**config.mk**
```make
export PLATFORM = sky130hd
export DESIGN_NAME = switch_press_classifier
export DESIGN_NICKNAME = d
export VERILOG_FILES = /design/src/rtl/switch_press_classifier.sv
export SDC_FILE = /design/constraint.sdc
export NUM_CORES = 1
export LEC_CHECK = 0
export ABC_AREA = 1
export CAP_MARGIN = 15
export CORE_UTILIZATION = 40
export DETAILED_ROUTE_END_ITERATION = 8
export HOLD_SLACK_MARGIN = 0.08
export SLEW_MARGIN = 0
export SYNTH_ARGS = -nofsm -noshare
export SYNTH_HDL_FRONTEND = slang
export SYNTH_SLANG_ARGS = --single-unit
```
**constraint.sdc**
```tcl
create_clock -name i_Clk -period 1.55 [get_ports i_Clk]
set_input_delay 0.31 -clock i_Clk [delete_from_list [all_inputs] [get_ports i_Clk]]
set_output_delay 0.31 -clock i_Clk [all_outputs]
set_load 0.005 [all_outputs]
```
**src/rtl/switch_press_classifier.sv**
```systemverilog
// switch_press_classifier: synchronise, debounce and classify a push-button as click or long press
module switch_press_classifier #(
  parameter int DEBOUNCE_LIMIT = 250000,
  parameter int LONG_PRESS_LIMIT = 25000000,
  parameter bit ACTIVE_LOW = 1'b0
) (
  input  logic i_Clk,
  input  logic i_Reset,
  input  logic i_Switch,
  output logic o_Switch,
  output logic o_Press,
  output logic o_Release,
  output logic o_Click,
  output logic o_Long_Press
);
  localparam int DW = $clog2(DEBOUNCE_LIMIT);
  localparam int HW = $clog2(LONG_PRESS_LIMIT);
  typedef enum logic [1:0] {IDLE, PRESSED, LONG_HELD} state_t;
  state_t state, state_n;
  logic s1, s2;
  logic [DW-1:0] cnt;
  logic [HW-1:0] hold, hold_n;
  logic accept, rise, fall, hold_end;
  logic press_n, release_n, click_n, long_n;
  // accept fires on the edge that flips o_Switch, letting the FSM register its pulses on that same edge
  assign accept = (s2 != o_Switch) && (cnt == DW'(DEBOUNCE_LIMIT - 1));
  assign rise = accept & s2;
  assign fall = accept & ~s2;
  assign hold_end = hold == HW'(LONG_PRESS_LIMIT - 1);
  // two-flop synchroniser on the normalised input, then the debounce counter
  always_ff @(posedge i_Clk) begin
    if (i_Reset) begin
      s1 <= 1'b0;
      s2 <= 1'b0;
      cnt <= '0;
      o_Switch <= 1'b0;
    end else begin
      s1 <= i_Switch ^ ACTIVE_LOW;
      s2 <= s1;
      cnt <= (s2 == o_Switch || accept) ? '0 : cnt + DW'(1);
      if (accept) o_Switch <= s2;
    end
  end
  // FSM state, hold counter and registered event pulses
  always_ff @(posedge i_Clk) begin
    if (i_Reset) begin
      state <= IDLE;
      hold <= '0;
      o_Press <= 1'b0;
      o_Release <= 1'b0;
      o_Click <= 1'b0;
      o_Long_Press <= 1'b0;
    end else begin
      state <= state_n;
      hold <= hold_n;
      o_Press <= press_n;
      o_Release <= release_n;
      o_Click <= click_n;
      o_Long_Press <= long_n;
    end
  end
  // next state and pulses; a release on the long-press edge wins and counts as a click
  always_comb begin
    state_n = state;
    hold_n = hold;
    press_n = 1'b0;
    release_n = 1'b0;
    click_n = 1'b0;
    long_n = 1'b0;
    case (state)
      IDLE: if (rise) begin
        state_n = PRESSED;
        hold_n = '0;
        press_n = 1'b1;
      end
      PRESSED: begin
        hold_n = hold_end ? hold : hold + HW'(1);
        if (fall) begin
          state_n = IDLE;
          release_n = 1'b1;
          click_n = 1'b1;
        end else if (hold_end) begin
          state_n = LONG_HELD;
          long_n = 1'b1;
        end
      end
      LONG_HELD: if (fall) begin
        state_n = IDLE;
        release_n = 1'b1;
      end
      default: state_n = IDLE;
    endcase
  end
endmodule

```
; ---- Word-level counts from Yosys, hierarchy flattened
; Index checks and enable logic that the tools add are counted.
[classes]
addsub = 2
n_eq_ne = 10
muxes = 11
bitwise_logic = 6
n_reduce_logical = 12
[ops]
columns = op, n
row1 = 25-bit 2-to-1 mux, 2
row2 = 25-bit case mux with 2 select lines, 1
row3 = 25-bit by 1-bit adder with 25-bit output (second input constant), 1
row4 = 25-bit equality test (second input constant), 1
row5 = 18-bit by 1-bit adder with 18-bit output (second input constant), 1
row6 = 18-bit equality test (second input constant), 1
row7 = 2-bit OR reduction, 5
row8 = 2-bit 2-to-1 mux, 4
row9 = 2-bit != test (second input constant), 3
row10 = 2-bit case mux with 3 select lines, 1
row11 = 3-bit AND reduction, 2
row12 = 1-bit NOT, 4
row13 = 1-bit 2-to-1 mux, 3
row14 = 3-bit != test (second input constant), 1
row15 = 3-bit OR reduction, 1
row16 = 1-bit AND, 2
row17 = 2-bit by 1-bit equality test with 1-bit output (second input constant), 1
row18 = 2-bit equality test (second input constant), 1
row19 = 2-bit zero test, 1
row20 = 2-bit nonzero test, 1
row21 = 1-bit equality test, 1
row22 = 1-bit logical AND, 1
row23 = 1-bit logical OR, 1
row24 = 1-bit != test, 1
[word_totals]
register_bits = 52
in_bits = 3
out_inout_bits = 5
wordCells = 51

; ---- Depth between registers and ports, before layout
; Gate-level depths: netlist of run 1.
[logic_depth]
depth_word = 5
depth_mapped = 12
mapped_depth_nobuf = 11

; ---- Least setup slack after synthesis of run 1
; Ideal clock, no wire load.
[synth_timing]
kind = register to register
startpoint = reg hold[0]
endpoint = reg hold[10]
setup_ps = 71
arrival_time_ps = 1587
required_ps = 1479
slack_ps = -108
path_stages_with_launch = 9
synth_period_minus_slack_ps = 1658
path_cell_list = dfxtp_1 -> ha_1 -> nand3_1 -> nor2_1 -> nand2_1 -> xor2_1 -> nor2_1 -> nand3_1 -> a21oi_2
[synth_via]
elab_chain_len = 3
word_cells_on_any_way = 6
[synth_rtl]
columns = element, line
row1 = start: declaration, 22  ; logic [HW-1:0] hold, hold_n;
row2 = start signal: assignment, 55  ; hold <= hold_n;
row3 = 25-bit by 1-bit adder with 25-bit output / 25-bit equality test (equally long branches), "77, 29"
row4 = 25-bit 2-to-1 mux / 2-bit != test (equally long branches), n/a
row5 = 25-bit case mux with 2 select lines / 3-bit AND reduction (equally long branches), n/a
; Several ways; a longest one is shown, not always the timed one. The select of a mux whose other input is x is not followed.
; A chain may end at the register's enable or synchronous reset.

; ---- Worst setup path in the final report of run 1
[layout_timing]
startpoint = reg cnt[1]
endpoint = reg cnt[11]
[layout_via]
elab_chain_len = 4
word_cells_on_any_way = 5
[layout_rtl]
columns = element, line
row1 = start: declaration, 21  ; logic [DW-1:0] cnt;
row2 = start signal: assignment, 40  ; cnt <= (s2 == o_Switch || accept) ? '0 : cnt + DW'(1);
row3 = branches (longest 4 deep; another with 18-bit by 1-bit adder with 18-bit output), n/a
; Several ways; the timed one is not identified.

==> flow_metrics.env, run 1 <==
export IMPL_cp_arrival_ns=1.93
export IMPL_synth_ff_latch_count=52
export IMPL_max_vdd_ir_drop_mv=0.414
export IMPL_violations="setup timing"
export IMPL_worstSetupStartpointType="register"
export IMPL_period_minus_slack_ns=1.65
export IMPL_initial_core_util_pct=41.0
export IMPL_fmax_mhz=606
export IMPL_syn_area_per_cell_sq_um=6.32
export IMPL_antenna_found_initial=0
export IMPL_fin_skew_ns=0.0137
export IMPL_firstDrtPassIters=4
export IMPL_cts_max_level=2
export IMPL_ys_warn_count=0
export IMPL_tightest_slew_ns=0.428
export IMPL_clock_latency_ns=0.33
export IMPL_post_route_period_util_pct=106
export IMPL_via_per_inst=4.89
export IMPL_grt_usage_pct=22.2
export IMPL_antenna_cells=0
export IMPL_clkSinkCount=52
export IMPL_rsz0062_at_grt="true"
export IMPL_slew_headroom_pct=71.5
export IMPL_syn_inst=499
export IMPL_outcome="complete, but fails checks"
export IMPL_gp_congestion=0.884
export IMPL_crit_type="register to register"
export IMPL_die_x_microns=90.8
export IMPL_final_layout_size_suffix_gt1_share_pct=39.2
export IMPL_fp_row_count=32
export IMPL_port_buffers=7
export IMPL_syn_num_nets=507
export IMPL_boundaryPins=8
export IMPL_power_density_nw_per_um2=486
export IMPL_clockBufferDepth=2
export IMPL_coreArea_sq_um=7690
export IMPL_grt_start_max_net_pins=29
export IMPL_drt_wl_total_microns=9150
export IMPL_fin_ws_ns=-0.0996
export IMPL_synth_top_area_share_pct=33.0
export IMPL_hpwlAfterDp_microns=5970
export IMPL_setup_violations=40
export IMPL_nNetsFinal=609
export IMPL_worstPathRequired_ns=1.83
export IMPL_p_leak_nw=1.63
export IMPL_n_fill_cell=716
export IMPL_fin_util_pct=60.3
export IMPL_cts_made_buffers=5
export IMPL_overflow=0
export IMPL_synth_cell_type_count=31
export IMPL_syn2layout_area_growth_pct=47.0
export IMPL_synth_seq_area_share_pct=33.0
export IMPL_drc=0
export IMPL_drv_slew=0
export IMPL_grt_pass1_wl_microns=14900
export IMPL_die_height_microns=90.8
export IMPL_hold_viol=0
export IMPL_synth_top_cell_by_area="dfxtp_1"
export IMPL_via_count=3441
export IMPL_tritoncts="built"
export IMPL_drtAntennaViolNets=0
export IMPL_drtIter0Drc=130
export IMPL_die_area_sq_um=8240
export IMPL_min_path_type="register to register"
export IMPL_critPathCaptureType="register"
export IMPL_worst_path_max_fanout=6
export IMPL_grt_pass1_vias=3439
export IMPL_pre_cts_ws_ns=-0.153
export IMPL_syn_area_sq_um=3150
export IMPL_synth_area_leaders="dfxtp_1, nand2_1, nor2_1, inv_1, nand3_1"
export IMPL_maxCapViolations=0
export IMPL_routedWlPerCell_microns=13.0
export IMPL_clockRootBuffer="clkbuf_8"
export IMPL_clkTransAtPathRegs_ns=0.11
## layout by cell type (no fill, tap or decap), types with 4 or more instances in the layout
cell             instances
nor2_4                   9
dfxtp_1                 35
clkbuf_8                 5
dfxtp_4                  4
a21oi_1                 19
a21oi_2                 15
clkdlybuf4s50_1          7
nand4_1                  6
buf_6                    4
nand2_8                  5
o21ai_1                  5
nand2_2                 27
nand2_1                124
nor2_1                  74
nand3_2                 11
dfxtp_2                 13
nand3_4                  6
nor3_1                  10
nor2_2                  20
inv_2                   10
xor2_1                   7
buf_4                   83
inv_1                   44
nand3_1                 25
## stage by stage
stage | hold WS (ns) | area, sq um | power, mW | TNS [ns] | instances
6_report | 0.418 | 4640 | 2.26 | -1.80 | 704
3_5_place_dp | 0.404 | 3880 | 1.42 | -2.81 | 671
4_1_cts | 0.424 | 4300 | 2.28 | -0.171 | 695
3_3_place_gp | 0.399 | 3880 | 1.42 | -1.65 | 671
5_1_grt | 0.436 | 4640 | 2.34 | -6.22 | 704
2_1_floorplan | 0.388 | 3200 | 1.40 | 0 | 499
## state kept, by name (all words and copies together), names as in the netlist
register      flops
o_Switch          1
o_Release         1
o_Click           1
state             2
cnt              18
o_Press           1
s2                1
o_Long_Press      1
hold             25
s1                1
## power breakdown
group          leakage [nW]  switching (mW)  internal [mW]
combinational          1.15          0.0347         0.0201
clock                0.0511           0.526          0.342
sequential            0.429         0.00182           1.33
total                  1.63           0.562           1.69
## logic make-up after synthesis
kind of cell | synth area share (%)
buffers and inverters | 9.36
DFF | 33.0
AOI/OAI and AO/OA | 9.36
adders and majority gates | 1.98
and+or+nand+nor | 43.8
xor gates and xnor gates | 2.50
## final timing paths
| kind | from | end | slack (ns) | cells past startpoint |
|---|---|---|---|---|
| setup / recovery | cnt[1] | cnt[11] | -0.1 | 12 |
| hold / removal | s1 | s2 | 0.42 | 2 |
| setup reg to reg | cnt[1] | cnt[11] | -0.1 | 12 |
| hold reg to reg | s1 | s2 | 0.42 | 2 |
## critical path: stages, from the launching register on
cell and delay (ns):
dfxtp_4 0.38, ha_4 0.17, nand2_4 0.06, nor2_4 0.04
buf_4 0.13, buf_6 0.11, nand3_1 0.10, nor2_2 0.06
inv_2 0.06, nand3_4 0.13, buf_6 0.17, a21oi_1 0.10
o21a_1 0.12
## area by class of cell
cell class	count	area, sq um	share of cell area, %
Multi-Input combinational cell	384	2230	48.0
Sequential cell	52	1070	23.1
Timing Repair Buffer	101	878	18.9
Inverter	57	234	5.04
Tap cell	102	128	2.75
Clock buffer	5	68.8	1.48
Clock inverter	3	28.8	0.620
## synthesized netlist by cell type
| cell | instances |
|---|---|
| a211oi_1 | 1 |
| a21oi_1 | 20 |
| a21oi_2 | 14 |
| buf_1 | 3 |
| buf_12 | 2 |
| buf_2 | 2 |
| clkbuf_1 | 2 |
| clkbuf_4 | 1 |
| dfxtp_1 | 52 |
| ha_1 | 5 |
| inv_1 | 54 |
| inv_2 | 2 |
| inv_6 | 1 |
| nand2_1 | 140 |
| nand2_2 | 13 |
| nand2_4 | 2 |
| nand2_8 | 1 |
| nand3_1 | 40 |
| nand3_2 | 2 |
| nand4_1 | 6 |
| nor2_1 | 97 |
| nor2_2 | 4 |
| nor2_4 | 1 |
| nor3_1 | 12 |
| nor3b_1 | 1 |
| nor4_1 | 1 |
| o21a_1 | 1 |
| o21ai_0 | 7 |
| o21bai_1 | 3 |
| xnor2_1 | 1 |
| xor2_1 | 8 |
## per-layer routing
metal	global-route usage [%]	routed length [microns]	vias up
met5	0	0	-
met4	9.66	327	0
met3	4.04	344	27
li1	-	-	1773
met1	24.9	3870	1580
met2	40.8	4600	61
## repair_timing
action	4_1_cts	5_1_grt
setup endpoints to repair	31	50
gates cloned	5	2
setup buffers	11	10
hold buffers	0	0
resized for setup	41	88
pin swaps	18	32
(Power assumes the default switching activity.)
==> run 2, diff against run 1 <==
Settings changed: CORE_MARGIN set to 3, SLEW_MARGIN 0 to unset.
==> run 2 against run 1 <==
Via count shrank 1.6%. Clock skew down 0.0021 ns. Highest routed layer unchanged. The flow still finishes with violations (setup timing). Register-to-register slack better by 0.03 ns. Flip-flop and latch count stayed put. Worst hold slack worse by 0.013 ns. Wire length fell by 1.8%.
==> flow_metrics.env, run 2 (same netlist as run 1, synthesis figures left out) <==
export IMPL_final_layout_size_suffix_gt1_share_pct=35.8
export IMPL_grt_pass1_wl_microns=15400
export IMPL_boundaryPins=8
export IMPL_fin_ws_ns=-0.0686
export IMPL_worstSetupStartpointType="register"
export IMPL_hpwlAfterDp_microns=6040
export IMPL_largestRegisters="hold: 25 flops, cnt: 18 flops, state: 2 flops"
export IMPL_whs_ns=0.404
export IMPL_outcome="complete, but fails checks"
export IMPL_maxCapViolations=0
export IMPL_die_height_microns=94.8
export IMPL_drt_wl_total_microns=8980
export IMPL_final_common_cell="nand2_1"
export IMPL_fp_row_count=31
export IMPL_slew_headroom_pct=82.2
export IMPL_tritoncts="built"
export IMPL_gp_congestion=0.866
export IMPL_setup_tns_ns=-1.03
export IMPL_clkTransAtPathRegs_ns=0.10
export IMPL_clkSinkCount=52
export IMPL_grt_usage_pct=21.6
export IMPL_hold_viol=0
export IMPL_drc=0
export IMPL_coreArea_sq_um=7450
export IMPL_via_per_inst=4.90
export IMPL_fin_skew_ns=0.0116
export IMPL_setup_violations=25
export IMPL_drv_slew=0
export IMPL_cp_arrival_ns=1.83
export IMPL_die_x_microns=94.8
export IMPL_pre_cts_ws_ns=-0.142
export IMPL_power_density_nw_per_um2=499
export IMPL_violations="setup timing"
export IMPL_worstPathRequired_ns=1.76
export IMPL_routedWlPerCell_microns=13.0
export IMPL_final_cell_mix="nand2_1, nor2_1, buf_4, inv_1, dfxtp_1"
export IMPL_grt_pass1_vias=3428
export IMPL_initial_core_util_pct=42.4
export IMPL_top_register="hold"
export IMPL_worst_path_max_fanout=7
export IMPL_critPathCaptureType="register"
export IMPL_tightest_slew_ns=0.265
export IMPL_post_dp_cell_area_sq_um=3850
export IMPL_largest_register_ffs=25
export IMPL_clockBufferDepth=2
export IMPL_fin_area_sq_um=4490
export IMPL_grtUsageMet3_pct=2.95
export IMPL_rrSetupSlack_ns=-0.07
export IMPL_fin_util_pct=60.3
export IMPL_grt_start_max_net_pins=16
export IMPL_period_minus_slack_ns=1.62
export IMPL_fmax_mhz=618
export IMPL_antenna_found_initial=0
export IMPL_p_leak_nw=1.58
export IMPL_port_buffers=7
export IMPL_cts_max_level=2
export IMPL_clock_latency_ns=0.32
export IMPL_grt_util_met1_pct=26.0
export IMPL_nNetsFinal=599
export IMPL_use_met2_pct=38.6
export IMPL_syn2layout_area_growth_pct=42.3
export IMPL_overflow=0
export IMPL_drtIter0Drc=135
export IMPL_via_count=3386
export IMPL_cts_made_buffers=5
export IMPL_max_vdd_ir_drop_mv=0.365
export IMPL_rsz0062_at_grt="true"
export IMPL_antenna_cells=0
export IMPL_crit_type="register to register"
export IMPL_post_route_period_util_pct=104
export IMPL_drtAntennaViolNets=0
export IMPL_clockRootBuffer="clkbuf_8"
export IMPL_firstDrtPassIters=4
export IMPL_die_area_sq_um=8990
export IMPL_globalRoute_busiestLayer="met2"
export IMPL_min_path_type="register to register"
-- run 2: path summary, 6_finish.rpt --
| check | cells after the start | from | end |
|---|---|---|---|
| worst max-delay path | 12 | cnt[1] | hold[21] |
| worst min register to register | 2 | s1 | s2 |
| worst max register to register | 12 | cnt[1] | hold[21] |
| worst min-delay path | 2 | s1 | s2 |
-- run 2: metrics by stage --
step / power [mW] / instances
2_1_floorplan: 1.40 / 499
3_3_place_gp: 1.42 / 665
3_5_place_dp: 1.42 / 665
4_1_cts: 2.25 / 683
5_1_grt: 2.30 / 691
6_report: 2.24 / 691
-- run 2: what timing repair did --
| action | in CTS | in global routing |
|---|---|---|
| hold endpoints to repair | 0 | 0 |
| hold buffers | 0 | 0 |
| gates resized for setup | 46 | 59 |
| setup buffers | 5 | 7 |
| cloned | 5 | 1 |
| setup endpoints to repair | 43 | 44 |
| pin swaps | 12 | 14 |
-- run 2: area by class of cell --
type                       count  area, sq um
fill                         704         2960
tap                           99          124
multi-input combinational    384         2180
inverter                      57          229
clock buffer                   6         82.6
clock inverter                 2         10.0
timing repair buffer          91          803
sequential                    52         1060
-- run 2: power breakdown --
group,internal (mW),switching [mW],total [mW]
Sequential,1.34,0.00164,1.34
Combinational,0.0223,0.0355,0.0579
Clock,0.358,0.483,0.842
-- run 2: critical path: stages, from the launching register on --
cell and delay, ns:
dfxtp_4 0.37, ha_4 0.14, nand2_4 0.05, nor2_4 0.11
inv_2 0.06, nor2_4 0.08, nand3_2 0.10, nand2_4 0.10
buf_12 0.14, buf_12 0.13, nand2_8 0.10, nand2_1 0.08
a21oi_1 0.06
-- run 2: metal layers --
metal | share of wire, % | routed length [microns] | vias up
li1 | - | - | 1755
met1 | 42 | 3760 | 1548
met2 | 51 | 4620 | 60
met4 | 3.0 | 266 | 0
met3 | 3.7 | 333 | 23
met5 | 0 | 0 | -
==> run 3, diff against run 2 <==
Settings changed: CORE_UTILIZATION 40 to 51, PLACE_DENSITY set to 0.7.
==> run 3 against run 2 <==
The flow still finishes with violations (setup timing). Sequential power about the same. Utilization grew 16 points. Die area shrank 20%. Register-to-register slack got worse by 0.08 ns. Critical endpoint is now hold[17].
==> flow_metrics.env, run 3 (same netlist as run 1, synthesis figures left out) <==
export IMPL_outcome="complete, but fails checks"
export IMPL_violations="setup timing"
export IMPL_cpMaxStageDelayCell="dfxtp_2"
export IMPL_min_path_type="register to register"
export IMPL_crit_type="register to register"
export IMPL_worstSetupStartpointType="register"
export IMPL_grt_pass1_vias=3269
export IMPL_coreArea_sq_um=5960
export IMPL_dp_cells=637
export IMPL_slew_headroom_pct=73.8
export IMPL_clock_latency_ns=0.31
export IMPL_critPathCaptureType="register"
export IMPL_drtIter0Drc=276
export IMPL_clkTransAtPathRegs_ns=0.10
export IMPL_fin_ws_ns=-0.147
export IMPL_cts_made_buffers=5
export IMPL_maxCapViolations=0
export IMPL_worstPathRequired_ns=1.79
export IMPL_final_common_cell="nand2_1"
export IMPL_port_buffers=7
export IMPL_die_height_microns=84.6
export IMPL_pre_cts_ws_ns=-0.212
export IMPL_ff2ff_path_depth=11
export IMPL_grt_pass1_wl_microns=14400
export IMPL_p_leak_nw=1.59
export IMPL_drv_slew=0
export IMPL_final_layout_size_suffix_gt1_share_pct=40.8
export IMPL_firstDrtPassIters=5
export IMPL_hold_depth=2
export IMPL_fp_row_count=28
export IMPL_gp_congestion=0.916
export IMPL_via_per_inst=5.28
export IMPL_worst_path_max_fanout=6
export IMPL_clkSinkCount=52
export IMPL_cts_max_level=2
export IMPL_worstSetupPathDepth=11
export IMPL_max_vdd_ir_drop_mv=0.390
export IMPL_antenna_found_initial=0
export IMPL_setup_violations=27
export IMPL_die_area_sq_um=7160
export IMPL_largestRegisters="hold: 25 flops, cnt: 18 flops, state: 2 flops"
export IMPL_power_density_nw_per_um2=488
export IMPL_drtAntennaViolNets=0
export IMPL_tightest_slew_ns=0.393
export IMPL_initial_core_util_pct=53.0
export IMPL_fin_skew_ns=0.00526
export IMPL_clockRootBuffer="clkbuf_8"
export IMPL_crit_family="simple AND/OR/NAND/NOR gates"
export IMPL_largest_register_ffs=25
export IMPL_hpwlAfterDp_microns=5860
export IMPL_tritoncts="built"
export IMPL_cp_arrival_ns=1.94
export IMPL_final_cell_mix="nand2_1, buf_4, nor2_1, inv_1, dfxtp_1"
export IMPL_syn2layout_area_growth_pct=44.1
export IMPL_crit_path_max_incr_delay_ns=0.34
export IMPL_path_cells="inv_1 > nand2_2 > nor2_4 > nand2_2 > nor2_4 > nand3_4 > nand2_8 > inv_8 > nor2_4 > nand2_2 > a21oi_2"
export IMPL_period_minus_slack_ns=1.70
export IMPL_post_route_period_util_pct=109
export IMPL_routedWlPerCell_microns=14.2
export IMPL_hold_viol=0
export IMPL_drc=0
export IMPL_cts_hold_repair_buffers=0
export IMPL_via_count=3528
export IMPL_rsz0062_at_grt="true"
export IMPL_clockBufferDepth=2
export IMPL_grt_start_max_net_pins=27
export IMPL_boundaryPins=8
export IMPL_top_register="hold"
export IMPL_overflow=0
export IMPL_grt_usage_pct=24.5
export IMPL_setup_tns_ns=-1.96
export IMPL_nNetsFinal=600
export IMPL_drt_wl_total_microns=9500
export IMPL_finalNonFillerCells=668
export IMPL_n_fill_cell=414
export IMPL_die_x_microns=84.6
export IMPL_antenna_cells=0
export IMPL_fmax_mhz=589
export IMPL_path_buf_inv=2
==> run 3: changes by cell type in the layout (fill, tap and decap cells not counted), moves of 4 or more <==
cell	previous run	this run
nor2_1	74	70
a21oi_2	16	20
nand2_4	11	4
dfxtp_1	40	32
nand2_1	123	119
a21oi_1	18	14
dfxtp_2	11	20
nor2_4	8	13
nand2_2	21	31
==> run 3: cell type report <==
class | count | area, sq um | share of cell area [%]
flip-flops and latches | 52 | 1070 | 23.5
clock inverters | 2 | 16.3 | 0.358
clock buffers | 6 | 72.6 | 1.60
repair buffers | 92 | 782 | 17.2
inverters | 57 | 231 | 5.09
multi-input cells | 384 | 2280 | 50.2
well taps | 75 | 93.8 | 2.06
==> run 3: worst reg2reg max path, delay by kind of cell, from the launching register on <==
kind | cells | cell delay (ns)
buf+inv | 2 | 0.14
simple gates | 8 | 1.02
compound gates | 1 | 0.14
flops | 1 | 0.34
==> run 3: routing by layer <==
metal  vias up  routed length, microns  track usage (%)
met3        28                     406             3.73
met5         -                       0                0
met4         0                     294             9.35
met1      1635                    3960             30.0
met2       108                    4840             43.1
li1       1757                       -                -
==> run 3: repair_timing <==
action,in CTS,in global routing
buffers inserted,6,14
setup endpoints to repair,39,47
gates cloned,3,2
pin swaps,18,33
resized for setup,44,96
==> run 3: stage by stage <==
| step | power (mW) | utilization (%) | hold slack [ns] | cell area (sq um) |
|---|---|---|---|---|
| floorplan | 1.40 | - | 0.388 | 3200 |
| global placement | 1.42 | 63.6 | 0.395 | 3790 |
| detailed placement | 1.42 | 63.6 | 0.432 | 3790 |
| CTS | 2.21 | 69.2 | 0.447 | 4120 |
| global route | 2.29 | 76.3 | 0.460 | 4550 |
| finish | 2.22 | 76.3 | 0.438 | 4550 |
==> run 3: path summary, 6_finish.rpt <==
| kind | start | end | slack [ns] |
|---|---|---|---|
| worst max register to register | cnt[4] | hold[17] | -0.15 |
| worst min-delay path | s1 | s2 | 0.44 |
| worst max-delay path | cnt[4] | hold[17] | -0.15 |
| worst min register to register | s1 | s2 | 0.44 |
==> run 3: where the power goes <==
part | total [mW] | internal [mW] | switching, mW
logic | 0.0569 | 0.0198 | 0.0371
clock network | 0.821 | 0.323 | 0.498
registers | 1.34 | 1.34 | 0.00193
==> edit, RTL diff (config.mk and constraints of run 3) <==
`DEBOUNCE_LIMIT`: 250000 -> 1000000.
--- a/src/rtl/switch_press_classifier.sv
+++ b/src/rtl/switch_press_classifier.sv
@@ -1,6 +1,6 @@
 // switch_press_classifier: synchronise, debounce and classify a push-button as click or long press
 module switch_press_classifier #(
-  parameter int DEBOUNCE_LIMIT = 250000,
+  parameter int DEBOUNCE_LIMIT = 1000000,
   parameter int LONG_PRESS_LIMIT = 25000000,
   parameter bit ACTIVE_LOW = 1'b0
 ) (
Formal check against the unedited RTL: no difference found for any inputs over 10 cycles, from zero or initial values and one cycle with i_Reset high; that may be too few to reach the edited logic, so the function may still have changed.
==> edit against run 3 <==
  * Area after synthesis up 2.4%
  * Final area down 3.9%
  * First-iteration DRC count up 13%
  * Total power up 4.4%
  * Fmax up 6.7%
  * Clock skew up 0.0030 ns
  * Critical endpoint is now cnt[12]
  * Global-route usage down 0.32 points
  * Setup slack better by 0.11 ns
  * The flow still finishes with violations (negative setup slack)
  * Cell count up 2.8%
  * Wire length down 6.9%
  * Sequential cell count up 2
==> edit: results (changes against run 3) <==
- Result of the run: finished, violations left (unchanged).
- Failing checks: negative setup slack (unchanged).
- The detail-routed net length per standard cell is 12.9 um (was 14.2 um).
- The total length of routed wires is 8850 um (was 9500 um).
- The master cell of the clock root buffer is clkbuf_8 (unchanged).
- The number of antenna violations at the first check in global routing is 0 (unchanged).
- The depth of the worst register-to-register path is 9 (was 11).
- The first-iteration detailed-routing DRC count is 311 (was 276).
- The buffer depth of the longest clock path is 2 (unchanged).
- The async set-or-reset flop fraction in the synthesized netlist is 0% (unchanged).
- The max-slew headroom at the worst pin is 77.7% (was 73.8%).
- The deepest level of the CTS H-tree came to 2 (unchanged).
- The static leakage power is 0.00161 uW (was 0.00159 uW).
- The number of I/O port buffers came to 7 (unchanged).
- For the worst-skew pair, the clock arrives at the later sink with an insertion delay of 0.32 ns.
- The launch point of the critical path is cnt[0] (was cnt[4]).
- The clock-pin slew reported for the worst setup and hold paths after clock tree synthesis is 0.10 ns (about the same).
- The final setup violation count is 20 (was 27).
- The endpoint of the most critical setup path is cnt[12] (was hold[17]).
- The pin count of the biggest net entering global routing is 25 (was 27).
- The final weighted congestion of routability-driven global placement is 0.947 (was 0.916).
- The total placed cells including tap cells is 673 (was 637).
- The first-pass GRT wire length is 14500 um (was 14400 um).
- The synthesized area per cell is 6.15 sq um (was 6.32 sq um).
- The via-per-instance ratio is 5.24 (was 5.28).
- The count of nets after finishing is 619 (was 600).
- The cell with the largest stage delay on the worst path is dfxtp_2 (unchanged).
- Synth top area cells: dfxtp_1 33%, nand2_1 18%, nor2_1 12% (was dfxtp_1 33%, nand2_1 17%, nor2_1 12%).
- The count of distinct cell types in the synthesized netlist came to 33 (was 31).
- The number of global-route vias before repair was 3192 (was 3269).
- The kind of cell adding the most delay to the critical path is simple AND/OR/NAND/NOR gates (unchanged).
- The register area share after synthesis is 33.5% (was 33.0%).
- The fraction of final layout cells sized beyond drive strength 1 is 28.1% (was 40.8%).
- The maximum fanout along the worst path is 4 (was 6).
- The class of the worst hold path is reg2reg (unchanged).
- The hold path depth is 2 (unchanged).
- The placed instance area is 3980 sq um (was 3790 sq um).
- The estimated wirelength of the detail-placed design is 6450 um (was 5860 um).
- The smallest setup slack after layout came to -0.0408 ns (was -0.147 ns).
- The biggest cell delay along the critical path is 0.37 ns (was 0.34 ns).
- The antenna diode instance count is 0 (unchanged).
- The data arrival time of the critical path came to 1.85 ns (was 1.94 ns).
- The global router's overall resource usage is 24.2% (was 24.5%).
- The filler cell count is 526 (was 414).
- The maximum ir drop on the vdd rail was 468 uV (was 390 uV).
- The total CTS buffers is 5 (unchanged).
- The synthesis warning total came to 0 (unchanged).
- The setup total negative slack is -0.293 ns (was -1.96 ns).
- The worst-case clock skew was 0.00826 ns (was 0.00526 ns).
- Commonest cells in the synthesized netlist: 156 x nand2_1, 103 x nor2_1, 54 x dfxtp_1 (was 140 x nand2_1, 97 x nor2_1, 54 x inv_1).
- The net count after synthesis came to 533 (was 507).
- The detailed-routing iteration count for the pre-antenna-repair pass is 5 (unchanged).
- Largest registers in the final layout: hold (25), cnt (20), state (2) (was hold (25), cnt (18), state (2)).
## edit: changes by cell type after synthesis, moves of 4 or more
cell and delta:
a21oi_2 -13, nand2_1 +16, xnor2_1 +5, nand2_2 -10, nand4_1 +6, inv_1 -4
a21oi_1 +10, nor2_1 +6, xor2_1 -4
## edit: what timing repair did
item / CTS / global route
setup buffers: 2 / 3
gates resized for setup: 19 / 50
pin swaps: 8 / 19
endpoints found under the setup margin: 48 / 50
gates cloned: 0 / 1
## edit: worst min path at each step
stage,startpoint,endpoint,slack [ns]
2_1_floorplan,s1,s2,0.39
3_3_place_gp,s1,s2,0.41
3_5_place_dp,s1,s2,0.41
4_1_cts,s1,s2,0.43
5_1_grt,s1,s2,0.44
6_report,s1,s2,0.44
## edit: worst register-to-register path, cell delays in order, from the launching register on
cell and delay (ns):
dfxtp_2 0.37, ha_4 0.15, nand2_4 0.05, nor2_4 0.11, nand4_1 0.22, nor2_4 0.24, nand2_2 0.11, xnor2_2 0.15
inv_1 0.06, nor2_1 0.09
## edit: stage by stage
| step | utilization (%) | setup WS, ns | total power [uW] | hold slack [ns] |
|---|---|---|---|---|
| after floorplan | - | -0.0161 | 1450 | 0.388 |
| after global placement | 66.0 | -0.0285 | 1470 | 0.408 |
| after detailed placement | 66.0 | -0.0749 | 1470 | 0.412 |
| after CTS | 68.9 | 0.00387 | 2330 | 0.434 |
| after global routing | 72.5 | -0.155 | 2390 | 0.442 |
| final | 72.5 | -0.0408 | 2310 | 0.439 |
## edit: final cells by class
class	instances	area (sq um)	share of cell area, %
multi-input combinational	403	2090	47.7
clock buffer	6	82.6	1.89
inverter	56	213	4.87
sequential	54	1100	25.2
timing repair buffer	91	776	17.8
clock inverter	2	16.3	0.372
tap	75	93.8	2.15
## edit: power breakdown
group / total [uW] / switching (uW) / leakage, uW / internal, uW
Sequential: 1390 / 2.22 / 0.000444 / 1390
Combinational: 49.6 / 32.1 / 0.00112 / 17.5
Clock: 873 / 504 / 0.0000478 / 369
## edit: kinds of logic (layout without fill, tap and decap cells)
family | Yosys count | in the layout | synth area share, %
AOI/OAI and AO/OA | 45 | 45 | 7.56
buffers and inverters | 68 | 155 | 8.91
adders and majority gates | 5 | 5 | 1.94
and+or+nand+nor | 343 | 343 | 45.4
xor gates and xnor gates | 10 | 10 | 2.71
DFF | 54 | 54 | 33.5
## edit: per-layer routing
metal	track usage (%)	up-vias	routed length [um]
li1	-	1831	-
met1	35.5	1665	4420
met2	37.4	92	3870
met3	3.84	15	455
met4	5.32	0	110
met5	0	-	0
